===== src/rtl/svfloat_addsub_stream.sv =====
`default_nettype none
// ============================================================================
// Module   : svfloat_addsub_stream (plus package svfloat)
// Purpose  : Streaming float add/subtract with four runtime operations, a
//            valid/ready handshake on both sides, a bubble-collapsing output
//            pipeline of DEPTH slots and a sideband tag returned with each
//            result.
// Ports    : clk, rst             clock, synchronous active-high reset
//            in_valid/in_ready    input handshake
//            in_op                00 l+r, 01 l-r, 10 r-l, 11 -(l+r)
//            in_lhs/in_rhs/in_tag operands and sideband tag
//            out_valid/out_ready  output handshake
//            out_res/out_tag      result and its tag
//            occupancy            number of valid pipeline slots
// Revision : 1.0 - initial release
// ============================================================================

package svfloat;
    typedef logic [31:0] float32;

    // Sign flip that leaves any NaN untouched.
    function automatic float32 neg(input float32 x);
        if ((&x[30:23]) && (|x[22:0])) return x;
        return {~x[31], x[30:0]};
    endfunction

    // IEEE-754 binary32 add, round-to-nearest-even, canonical quiet NaN.
    function automatic float32 add(input float32 a, input float32 b);
        logic        a_nan, b_nan, a_inf, b_inf, swap, eff_sub, rnd;
        float32      x, y;
        logic [9:0]  ex, ey, e, sh;
        logic [7:0]  d;
        logic [4:0]  lz;
        logic [55:0] wide;
        logic [27:0] mx, my, s;
        logic [24:0] sig;
        a_nan = (&a[30:23]) && (|a[22:0]);
        b_nan = (&b[30:23]) && (|b[22:0]);
        a_inf = (&a[30:23]) && !(|a[22:0]);
        b_inf = (&b[30:23]) && !(|b[22:0]);
        if (a_nan || b_nan || (a_inf && b_inf && (a[31] != b[31]))) return 32'h7FC0_0000;
        if (a_inf) return a;
        if (b_inf) return b;
        // x carries the larger magnitude, so its sign is the result sign.
        swap = b[30:0] > a[30:0];
        x    = swap ? b : a;
        y    = swap ? a : b;
        ex   = (x[30:23] == 8'd0) ? 10'd1 : {2'b00, x[30:23]};
        ey   = (y[30:23] == 8'd0) ? 10'd1 : {2'b00, y[30:23]};
        d    = 8'(ex - ey);
        // 24-bit significand with guard, round and sticky bits below it.
        mx   = {1'b0, |x[30:23], x[22:0], 3'b000};
        wide = {1'b0, |y[30:23], y[22:0], 3'b000, 28'd0} >> ((d > 8'd31) ? 8'd31 : d);
        my   = {wide[55:29], wide[28] | (|wide[27:0])};
        eff_sub = x[31] ^ y[31];
        s    = eff_sub ? (mx - my) : (mx + my);
        if (s == 28'd0) return {~eff_sub & x[31], 31'd0};
        e = ex;
        if (s[27]) begin
            s = {1'b0, s[27:2], s[1] | s[0]};
            e = e + 10'd1;
        end else begin
            lz = 5'd0;
            for (int i = 0; i <= 26; i++) begin
                if (s[i]) lz = 5'(26 - i);
            end
            // Stop normalising at the minimum exponent: result is subnormal.
            sh = (10'(lz) > (e - 10'd1)) ? (e - 10'd1) : 10'(lz);
            s  = s << sh;
            e  = e - sh;
        end
        rnd = s[2] && (s[1] || s[0] || s[3]);
        sig = {1'b0, s[26:3]} + {24'd0, rnd};
        if (sig[24]) begin
            sig = sig >> 1;
            e   = e + 10'd1;
        end
        if (e >= 10'd255) return {x[31], 8'hFF, 23'd0};
        return {x[31], sig[23] ? e[7:0] : 8'd0, sig[22:0]};
    endfunction
endpackage

module svfloat_addsub_stream #(
    parameter type FLOAT = svfloat::float32,
    parameter int  DEPTH = 2,
    parameter int  TAG_W = 4
) (
    input  logic                       clk,
    input  logic                       rst,
    input  logic                       in_valid,
    output logic                       in_ready,
    input  logic [1:0]                 in_op,
    input  logic [$bits(FLOAT)-1:0]    in_lhs,
    input  logic [$bits(FLOAT)-1:0]    in_rhs,
    input  logic [TAG_W-1:0]           in_tag,
    output logic                       out_valid,
    input  logic                       out_ready,
    output logic [$bits(FLOAT)-1:0]    out_res,
    output logic [TAG_W-1:0]           out_tag,
    output logic [$clog2(DEPTH+1)-1:0] occupancy
);
    localparam int c_occ_w = $clog2(DEPTH + 1);

    if (DEPTH < 1 || DEPTH > 8) begin : g_bad_depth
        $error("DEPTH must lie in 1..8");
    end
    if (TAG_W < 1 || TAG_W > 32) begin : g_bad_tag_w
        $error("TAG_W must lie in 1..32");
    end
    if ($bits(FLOAT) != 32) begin : g_bad_float
        $error("only the 32-bit float format is supported");
    end

    // Combinational arithmetic core.
    svfloat::float32 w_lhs_n, w_rhs_n, w_sum, w_res;
    assign w_lhs_n = (in_op == 2'b10) ? svfloat::neg(in_lhs) : in_lhs;
    assign w_rhs_n = (in_op == 2'b01) ? svfloat::neg(in_rhs) : in_rhs;
    assign w_sum   = svfloat::add(w_lhs_n, w_rhs_n);
    assign w_res   = (in_op == 2'b11) ? svfloat::neg(w_sum) : w_sum;

    logic [DEPTH-1:0]         r_valid;
    logic [$bits(FLOAT)-1:0]  r_res [DEPTH];
    logic [TAG_W-1:0]         r_tag [DEPTH];
    logic [c_occ_w-1:0]       r_occ;

    logic [DEPTH-1:0]         w_load;
    logic [DEPTH-1:0]         w_next_valid;
    logic [c_occ_w-1:0]       w_occ_next;

    // A slot loads when it is empty or its successor moves on, so beats
    // slide forward into bubbles even while the output is stalled.
    always_comb begin
        w_load       = '0;
        w_next_valid = '0;
        w_occ_next   = '0;
        w_load[DEPTH-1] = ~r_valid[DEPTH-1] | out_ready;
        for (int i = DEPTH - 2; i >= 0; i--) begin
            w_load[i] = ~r_valid[i] | w_load[i+1];
        end
        w_next_valid[0] = w_load[0] ? in_valid : r_valid[0];
        for (int i = 1; i < DEPTH; i++) begin
            w_next_valid[i] = w_load[i] ? r_valid[i-1] : r_valid[i];
        end
        for (int i = 0; i < DEPTH; i++) begin
            w_occ_next = w_occ_next + c_occ_w'(w_next_valid[i]);
        end
    end

    // Payload only moves with a valid beat, so a stalled or drained output
    // keeps its last value.
    always_ff @(posedge clk) begin
        if (rst) begin
            r_valid <= '0;
            r_occ   <= '0;
            for (int i = 0; i < DEPTH; i++) begin
                r_res[i] <= '0;
                r_tag[i] <= '0;
            end
        end else begin
            r_valid <= w_next_valid;
            r_occ   <= w_occ_next;
            if (w_load[0] && in_valid) begin
                r_res[0] <= w_res;
                r_tag[0] <= in_tag;
            end
            for (int i = 1; i < DEPTH; i++) begin
                if (w_load[i] && r_valid[i-1]) begin
                    r_res[i] <= r_res[i-1];
                    r_tag[i] <= r_tag[i-1];
                end
            end
        end
    end

    assign in_ready  = w_load[0];
    assign out_valid = r_valid[DEPTH-1];
    assign out_res   = r_res[DEPTH-1];
    assign out_tag   = r_tag[DEPTH-1];
    assign occupancy = r_occ;

endmodule
`default_nettype wire


===== config.mk =====
export PLATFORM = sky130hd
export DESIGN_NAME = svfloat_addsub_stream
export DESIGN_NICKNAME = d
export VERILOG_FILES = /design/src/rtl/svfloat_addsub_stream.sv
export SDC_FILE = /design/constraint.sdc
export NUM_CORES = 1
export LEC_CHECK = 0
export ABC_AREA = 1
export BUFFER_PORTS_ARGS = -buffer_cell sky130_fd_sc_hd__buf_2
export CAP_MARGIN = 20
export CORE_ASPECT_RATIO = 1.5
export CORE_MARGIN = 4
export CORE_UTILIZATION = 27
export DETAILED_ROUTE_END_ITERATION = 7
export SKIP_CTS_REPAIR_TIMING = 1
export SYNTH_ARGS = -nofsm -noshare
export SYNTH_HDL_FRONTEND = slang
export SYNTH_SLANG_ARGS = --single-unit

===== constraint.sdc =====
create_clock -name clk -period 27.8 [get_ports clk]
set_input_delay 2.78 -clock clk [delete_from_list [all_inputs] [get_ports clk]]
set_output_delay 2.78 -clock clk [all_outputs]
set_load 0.01 [all_outputs]

==> flow_summary.ini, run 1 <==
[drt]
final_antenna_net_count = 0
drt_pre_antenna_iters = 5
vias_per_cell = 5.02
wl_per_cell_um = 15.3
vias = 15002
drt-total-wl_um = 45700
drcViolationCount = 0
drt_iter0_drc = 995

[logic_synthesis]
avgSynthCellArea_um2 = 6.06
syn_nets = 2485
syn_inst = 2303
ys_seq_area_share_pct = 16.1
synthDistinctLibCells = 72
synth_area_um2 = 14000
async_reset_ff_share_pct = 0
dominantRegCellSynth = edfxtp_1
synth-seq-cells = 76
synth-edff-count = 72
yosys_warnings = 0

[power]
cell_internal_pwr_uw = 463
p_leak_nw = 7.54
p_total_mw = 1.04
p_sw_uw = 575
peakVddDrop_uv = 45.4
clkPwrFrac_pct = 10.5
pwr-share-comb_pct = 74.8
sequentialPowerShare_pct = 14.7
power.density_nw_per_um2 = 69.2
switching_share_pct = 55.4

[critical_path]
worstSetupPathType = in -> reg
crit_slowest_cell = o21ai_0
cpMostUsedCell = nand2_1
cp_max_fo = 99
cp.arrival_ns = 18.96
required_ns = 27.95
cp-end-kind = flop
max_stage_delay_ns = 0.97
crit_path_start_kind = input pin

[die]
die_w_um = 194
die_area_um2 = 55500
ioPinCount = 114
fp.dieH_um = 286
rows = 101
start_util_pct = 27.4
core-area_um2 = 50900

[clocking]
path_clk_slew_ns = 0.05
clockRootBuffer = clkbuf_16
clockBufferDepth = 2
cts_tree = built
numCtsBuffers = 9
cts.htree.levels = 3
clkSinkCount = 76
insertion_delay_ns = 0.33

[finish]
fin_area_um2 = 15000
syn2layout_area_growth_pct = 7.50
layout_commonest_cell = nand2_1
drive_gt1_share_pct = 11.1
nets = 2498
nFillCells = 5822
diodes = 0
final_cell_mix = nand2_1 (584), nand3_1 (411), inv_1 (288), nor2_1 (188), buf_2 (113)

[grt]
antenna_found_initial = 0
grt_max_degree = 100
grt_usage_pct = 15.8
grt_remaining_overflow = 0
grt_pass1_wl_um = 73400
grt_pass1_vias = 14540

[placement]
postPlaceCellArea_um2 = 14700
gp_congestion = 0.952
io_buffers = 113
post-dp-hpwl_um = 37900

[timing]
worstMarginPinSlew_ns = 0.936
finalSetupViolations = 0
slew_violations = 0
finalCritPeriodShare_pct = 67.6
final.min_clock_period_ns = 18.80
hold_viol = 0
whs_ns = 0.495
slew_headroom_pct = 37.0
fin_skew_ns = 0.00619
rsz0062_at_grt = no
setup-tns-final_ns = 0
fmax_ghz = 0.0532

[hold_path]
hold_class = reg -> reg

[job]
cap_viol_max_count = 0

[run_status]
status = complete, no violations
## state kept, by name, summed over array words and instances, names as in the netlist
signal,count
r_valid,2
r_tag,8
occupancy,2
r_res,64
## metal layers
metal  vias up  wire, um  GRT usage (%)
li1       7615         -              -
met1      6850     17400           17.1
met2       419     24100           30.8
met3       118      1680          0.904
met4         0      2500           8.04
met5         -         0              0
## stage by stage
stage / utilization (%) / cells / setup WS, ns
after floorplan: - / 2303 / 12.43
after global placement: 28.9 / 2973 / 8.94
after detailed placement: 28.9 / 2973 / 8.78
after CTS: 29.4 / 2989 / 9.09
after global routing: 29.5 / 2990 / 7.04
final: 29.5 / 2990 / 9.00
## layout make-up
| type | count | area [um^2] | area share [%] |
|---|---|---|---|
| clock inverters | 2 | 37.5 | 0.250 |
| clock buffers | 14 | 244 | 1.63 |
| flip-flops and latches | 76 | 2240 | 14.9 |
| multi-input cells | 1789 | 9770 | 65.1 |
| well taps | 669 | 837 | 5.58 |
| inverters | 311 | 1170 | 7.83 |
| repair buffers | 129 | 698 | 4.65 |
## path summary, 6_finish.rpt
check	from	end	slack, ns	cells after the start
min reg2reg	r_valid[0]$_SDFF_PP0_	r_valid[1]$_SDFF_PP0_	0.50	2
max reg2reg	r_valid[0]$_SDFF_PP0_	r_res[0][21]$_SDFFCE_PN0P_	26.05	6
min	r_valid[0]$_SDFF_PP0_	r_valid[1]$_SDFF_PP0_	0.50	2
max	in_lhs[16]	r_res[0][21]$_SDFFCE_PN0P_	9.00	92
## critical path, delay by kind of cell
| family | cells | cell delay [ns] |
|---|---|---|
| AND/OR/NAND/NOR | 49 | 6.68 |
| AO/OA/AOI/OAI | 20 | 4.23 |
| buffers and inverters | 14 | 2.47 |
| adder cells (fa/ha/maj) | 7 | 2.12 |
| XOR/XNOR | 2 | 0.60 |
## power by group through the flow
stage               clock (mW)  sequential [mW]  combinational [mW]
finish                   0.109            0.153               0.777
global route             0.115            0.155               0.872
CTS                      0.111            0.153               0.769
detailed placement           0            0.155               0.766
global placement             0            0.155               0.767
floorplan                    0            0.154               0.592
## kinds of logic (layout without fill, tap and decap cells)
| kind of cell | count (synthesis) | after routing | share of synthesized area [%] |
|---|---|---|---|
| XOR/XNOR | 60 | 60 | 3.98 |
| multiplexers | 1 | 1 | 0.161 |
| AND/OR/NAND/NOR | 1361 | 1361 | 44.7 |
| adder cells (fa/ha/maj) | 108 | 108 | 9.84 |
| buffers and inverters | 438 | 456 | 14.0 |
| flip-flops | 76 | 76 | 16.1 |
| other | 1 | 1 | 0.0269 |
| AO/OA/AOI/OAI | 258 | 258 | 11.2 |
## synth_stat cells, drive strengths merged (3+ instances only)
cell | instances | area share (%)
nand2 | 606 | 17
fa | 3 | 0.43
nor3 | 46 | 2.1
a21oi | 87 | 3.2
nand4 | 49 | 2.2
nor4 | 16 | 0.81
edfxtp | 72 | 15
a21o | 11 | 0.59
clkbuf | 30 | 0.81
a21boi | 3 | 0.22
a31oi | 10 | 0.56
a211oi | 3 | 0.16
or2 | 9 | 0.40
dfxtp | 4 | 0.57
o21ai | 102 | 4.0
xnor2 | 14 | 0.88
ha | 105 | 9.4
nor2 | 203 | 6.1
a22oi | 7 | 0.41
clkinv | 3 | 0.081
o22ai | 5 | 0.22
o211ai | 6 | 0.32
o31ai | 6 | 0.32
nand3 | 420 | 16
o21bai | 5 | 0.30
nand3b | 5 | 0.27
and2 | 4 | 0.20
buf | 97 | 4.7
xor2 | 46 | 3.1
inv | 308 | 8.3
(Power assumes the default switching activity.)
==> inputs of run 2 (changes only) <==
==> constraint.sdc (replaced) <==
create_clock -name clk -period 18.24 [get_ports clk]
set_input_delay 1.824 -clock clk [delete_from_list [all_inputs] [get_ports clk]]
set_output_delay 1.824 -clock clk [all_outputs]
set_load 0.01 [all_outputs]
==> run 2 against run 1 <==
Non-clock buffer count grew 3. Critical path type unchanged. Wire length grew 0.76%. Final area grew 0.44%. Register-to-register slack lost 9.7 ns. Total power grew 53%. Sequential cell count is the same. First-iteration DRC count shrank 4.1%. Worst setup slack lost 7.2 ns. Critical path depth shrank 4. Die area is the same. Hold slack gained 0.0073 ns.
==> flow_summary.ini, run 2 (synthesis results as in run 1) <==
[critical_path]
crit_slowest_cell = o21ai_2
cpMostUsedCell = nand2_1
worstSetupPathType = in -> reg
required_ns = 18.38
cp-end-kind = flop
cp_max_fo = 28
crit_path_start_kind = input pin
cp.arrival_ns = 16.57
max_stage_delay_ns = 0.63

[hold_path]
hold_class = reg -> reg

[die]
start_util_pct = 27.4
ioPinCount = 114
die_w_um = 194
core-area_um2 = 50900
fp.dieH_um = 286
die_area_um2 = 55500
rows = 101

[timing]
finalCritPeriodShare_pct = 90.1
slew_headroom_pct = 35.6
setup-tns-final_ns = 0
slew_violations = 0
fmax_ghz = 0.0609
finalSetupViolations = 0
hold_viol = 0
rsz0062_at_grt = no
worstMarginPinSlew_ns = 0.965
setup_ws_ns = 1.81
final.min_clock_period_ns = 16.43
fin_skew_ns = 0.00660

[run_status]
status = complete, no violations

[grt]
grt_usage_pct = 15.9
grt_pass1_wl_um = 73600
groute.layer.met2.usage_pct = 30.9
grt_pass1_vias = 14422
met1_usage_pct = 17.2
top_usage_layer = met2
grt_max_degree = 77
grt_remaining_overflow = 0
antenna_found_initial = 0
grt_util_met3_pct = 0.810

[placement]
io_buffers = 113
gp_congestion = 0.947
post-dp-hpwl_um = 38600
dp_slack_ns = 0.970
postPlaceCellArea_um2 = 14700

[finish]
fin_area_um2 = 15100
top_regs = r_res x64, r_tag x8
syn2layout_area_growth_pct = 7.98
layout_commonest_cell = nand2_1
final_util_pct = 29.6
drive_gt1_share_pct = 11.6
largest_reg_flops = 64
nets = 2502
diodes = 0
final_cell_mix = nand2_1 (582), nand3_1 (411), inv_1 (287), nor2_1 (188), buf_2 (113)
ff_latch_area_um2 = 2240
multiInputGateArea_um2 = 9800
regMostFlops = r_res
nFillCells = 5796

[drt]
final_antenna_net_count = 0
vias_per_cell = 4.99
drt_iter0_drc = 954
wl_per_cell_um = 15.4
drt-total-wl_um = 46000
drcViolationCount = 0
vias = 14949
drt_pre_antenna_iters = 5

[clocking]
clockBufferDepth = 2
cts.htree.levels = 3
numCtsBuffers = 9
insertion_delay_ns = 0.32
cts_tree = built
clkSinkCount = 76
clockRootBuffer = clkbuf_16
path_clk_slew_ns = 0.06

[job]
cap_viol_max_count = 0

[power]
power.density_nw_per_um2 = 106
p_leak_nw = 7.56
peakVddDrop_uv = 73.5
p_total_mw = 1.59
run 2: path summary, 6_finish.rpt:
check | from | end | slack, ns | cells after the start
worst max-delay path | in_lhs[14] | r_res[0][21]$_SDFFCE_PN0P_ | 1.81 | 88
worst min-delay path | r_valid[0]$_SDFF_PP0_ | r_valid[1]$_SDFF_PP0_ | 0.50 | 2
worst max register to register | r_valid[0]$_SDFF_PP0_ | r_res[0][21]$_SDFFCE_PN0P_ | 16.33 | 6
worst min register to register | r_valid[0]$_SDFF_PP0_ | r_valid[1]$_SDFF_PP0_ | 0.50 | 2
run 2: layer usage:
metal,vias to the layer above,part of all wire [%]
li1,7633,-
met1,6777,38
met2,437,53
met3,102,3.9
met4,0,5.6
met5,-,0
run 2: stage by stage:
step	hold slack, ns	std cells
after floorplan	0.458	2303
after global placement	0.481	2977
after detailed placement	0.489	2977
after CTS	0.500	2993
after global routing	0.553	2994
final	0.503	2994
run 2: area by class of cell:
cell class | count | share of cell area [%]
repair buffers | 132 | 4.75
repair inverters | 1 | 0.0332
multi-input cells | 1789 | 65.0
clock buffers | 11 | 1.54
well taps | 669 | 5.55
inverters | 311 | 7.85
clock inverters | 5 | 0.340
flip-flops and latches | 76 | 14.9
run 2: worst max-delay path, delay by kind of cell:
| kind | cells | cell delay, ns |
|---|---|---|
| adder cells (fa/ha/maj) | 6 | 1.76 |
| XOR/XNOR | 1 | 0.39 |
| AND/OR/NAND/NOR | 53 | 6.80 |
| buffers and inverters | 13 | 2.26 |
| AO/OA/AOI/OAI | 15 | 3.46 |
run 2: power by group:
group / leakage [nW] / switching [mW] / internal (mW)
Sequential: 0.806 / 0.00650 / 0.226
Combinational: 6.61 / 0.813 / 0.377
Clock: 0.139 / 0.0619 / 0.105
Total: 7.56 / 0.882 / 0.708
==> inputs of run 3 (changes only) <==
--- a/config.mk
+++ b/config.mk
@@ -9,7 +9,7 @@
 export BUFFER_PORTS_ARGS = -buffer_cell sky130_fd_sc_hd__buf_2
 export CAP_MARGIN = 20
 export CORE_ASPECT_RATIO = 1.5
-export CORE_MARGIN = 4
+export CORE_MARGIN = 1
 export CORE_UTILIZATION = 27
 export DETAILED_ROUTE_END_ITERATION = 7
 export SKIP_CTS_REPAIR_TIMING = 1
==> run 3 against run 2 <==
Total power grew 3.0%. Critical path depth up 4. Sequential power about the same. Non-clock buffer count rose by 2. Via count grew 0.38%. Combinational power barely moved. Clock skew barely moved. Hold slack got worse by 0.0055 ns. Worst setup slack worse by 0.48 ns. Critical path type unchanged. Highest routed layer unchanged.
==> flow_summary.ini, run 3 (synthesis results as in run 1) <==
[timing]
slew_violations = 0
finalCritPeriodShare_pct = 92.7
hold_viol = 0
fin_skew_ns = 0.00613
whs_ns = 0.497
rsz0062_at_grt = no
fmax_ghz = 0.0591
worstMarginPinSlew_ns = 0.899
final.min_clock_period_ns = 16.91
setup-tns-final_ns = 0
finalSetupViolations = 0
slew_headroom_pct = 39.4

[clocking]
cts.htree.levels = 3
clkSinkCount = 76
insertion_delay_ns = 0.34
clockBufferDepth = 2
path_clk_slew_ns = 0.06
numCtsBuffers = 9
cts_tree = built
clockRootBuffer = clkbuf_16

[job]
cap_viol_max_count = 0

[die]
fp.dieH_um = 280
rows = 101
start_util_pct = 27.5
core-area_um2 = 50800
ioPinCount = 114
die_area_um2 = 52600
die_w_um = 188

[power]
power.density_nw_per_um2 = 108
p_total_mw = 1.64
p_leak_nw = 7.59
peakVddDrop_uv = 89.6

[grt]
grt_remaining_overflow = 0
grt_pass1_vias = 14533
grt_usage_pct = 17.5
grt_pass1_wl_um = 74400
grt_max_degree = 80
antenna_found_initial = 0

[critical_path]
cp-end-kind = flop
worstSetupPathType = in -> reg
crit_path_start_kind = input pin
max_stage_delay_ns = 0.53
r2r-end = r_res[0][16]$_SDFFCE_PN0P_
regToRegStartpoint = r_valid[1]$_SDFF_PP0_
reg2regPathDepth = 6
cpMostUsedCell = nand2_1
cp_max_fo = 35
r2r_slack_ns = 16.36
cp.arrival_ns = 16.96
crit_slowest_cell = o21ai_1
required_ns = 18.29

[finish]
regMostFlops = r_res
layout_commonest_cell = nand2_1
nets = 2503
syn2layout_area_growth_pct = 8.30
fin_area_um2 = 15100
top_regs = r_res x64, r_tag x8
diodes = 0
final_cell_mix = nand2_1 (583), nand3_1 (411), inv_1 (288), nor2_1 (188), buf_2 (113)
drive_gt1_share_pct = 11.6
largest_reg_flops = 64
final_util_pct = 29.8

[hold_path]
min_path_cells = 2
min_to = r_valid[1]$_SDFF_PP0_
hold_class = reg -> reg
hp-start = r_valid[0]$_SDFF_PP0_

[drt]
drt_pre_antenna_iters = 7
drcViolationCount = 0
drt-total-wl_um = 46300
drt_iter0_drc = 1088
final_antenna_net_count = 0
vias = 15006
vias_per_cell = 5.01
wl_per_cell_um = 15.5

[placement]
gp_congestion = 0.951
io_buffers = 113
postPlaceCellArea_um2 = 14700
post-dp-hpwl_um = 38700

[run_status]
status = complete, no violations
run 3: critical path, delay by kind of cell:
kind | cells | cell delay, ns
AOI/OAI and AO/OA | 21 | 3.68
xor gates and xnor gates | 2 | 0.56
and+or+nand+nor | 50 | 6.78
adders and majority gates | 7 | 2.21
buffers and inverters | 12 | 1.89
run 3: cell type report:
class	instances	area [um^2]
fill	5839	35700
multi-input combinational	1789	9790
sequential	76	2240
inverter	311	1170
tap	669	837
timing repair buffer	134	727
clock buffer	10	229
clock inverter	6	113
run 3: metal layers:
layer  up-vias  routed length, um  global-route usage (%)
li1       7626                  -                       -
met1      6777              17800                    18.3
met2       479              24200                    34.4
met3       124               1720                    1.10
met4         0               2540                    9.46
met5         -                  0                       0
run 3: metrics by stage:
stage	std cells	worst slack [ns]
floorplan	2303	3.83
detailed placement	2979	0.633
CTS	2995	0.978
global placement	2979	0.756
global route	2995	0.0465
finish	2995	1.33
run 3: worst max path at each step:
stage	startpoint	endpoint	slack [ns]	cells past startpoint
after detailed placement	in_lhs[6]	r_res[0][16]$_SDFFCE_PN0P_	0.63	95
after CTS	in_lhs[6]	r_res[0][24]$_SDFFCE_PN0P_	0.98	96
after global placement	in_lhs[6]	r_res[0][24]$_SDFFCE_PN0P_	0.76	96
after global routing	in_lhs[6]	r_res[0][14]$_SDFFCE_PN0P_	0.05	93
after floorplan	in_lhs[30]	r_res[0][22]$_SDFFCE_PN0P_	3.83	95
final	in_lhs[14]	r_res[0][24]$_SDFFCE_PN0P_	1.33	92
run 3: power by group:
group	total, mW	leakage (nW)	internal, mW	switching [mW]
Combinational	1.21	6.62	0.377	0.829
Clock	0.199	0.167	0.134	0.0658
Sequential	0.233	0.806	0.226	0.00647
Total	1.64	7.59	0.737	0.902
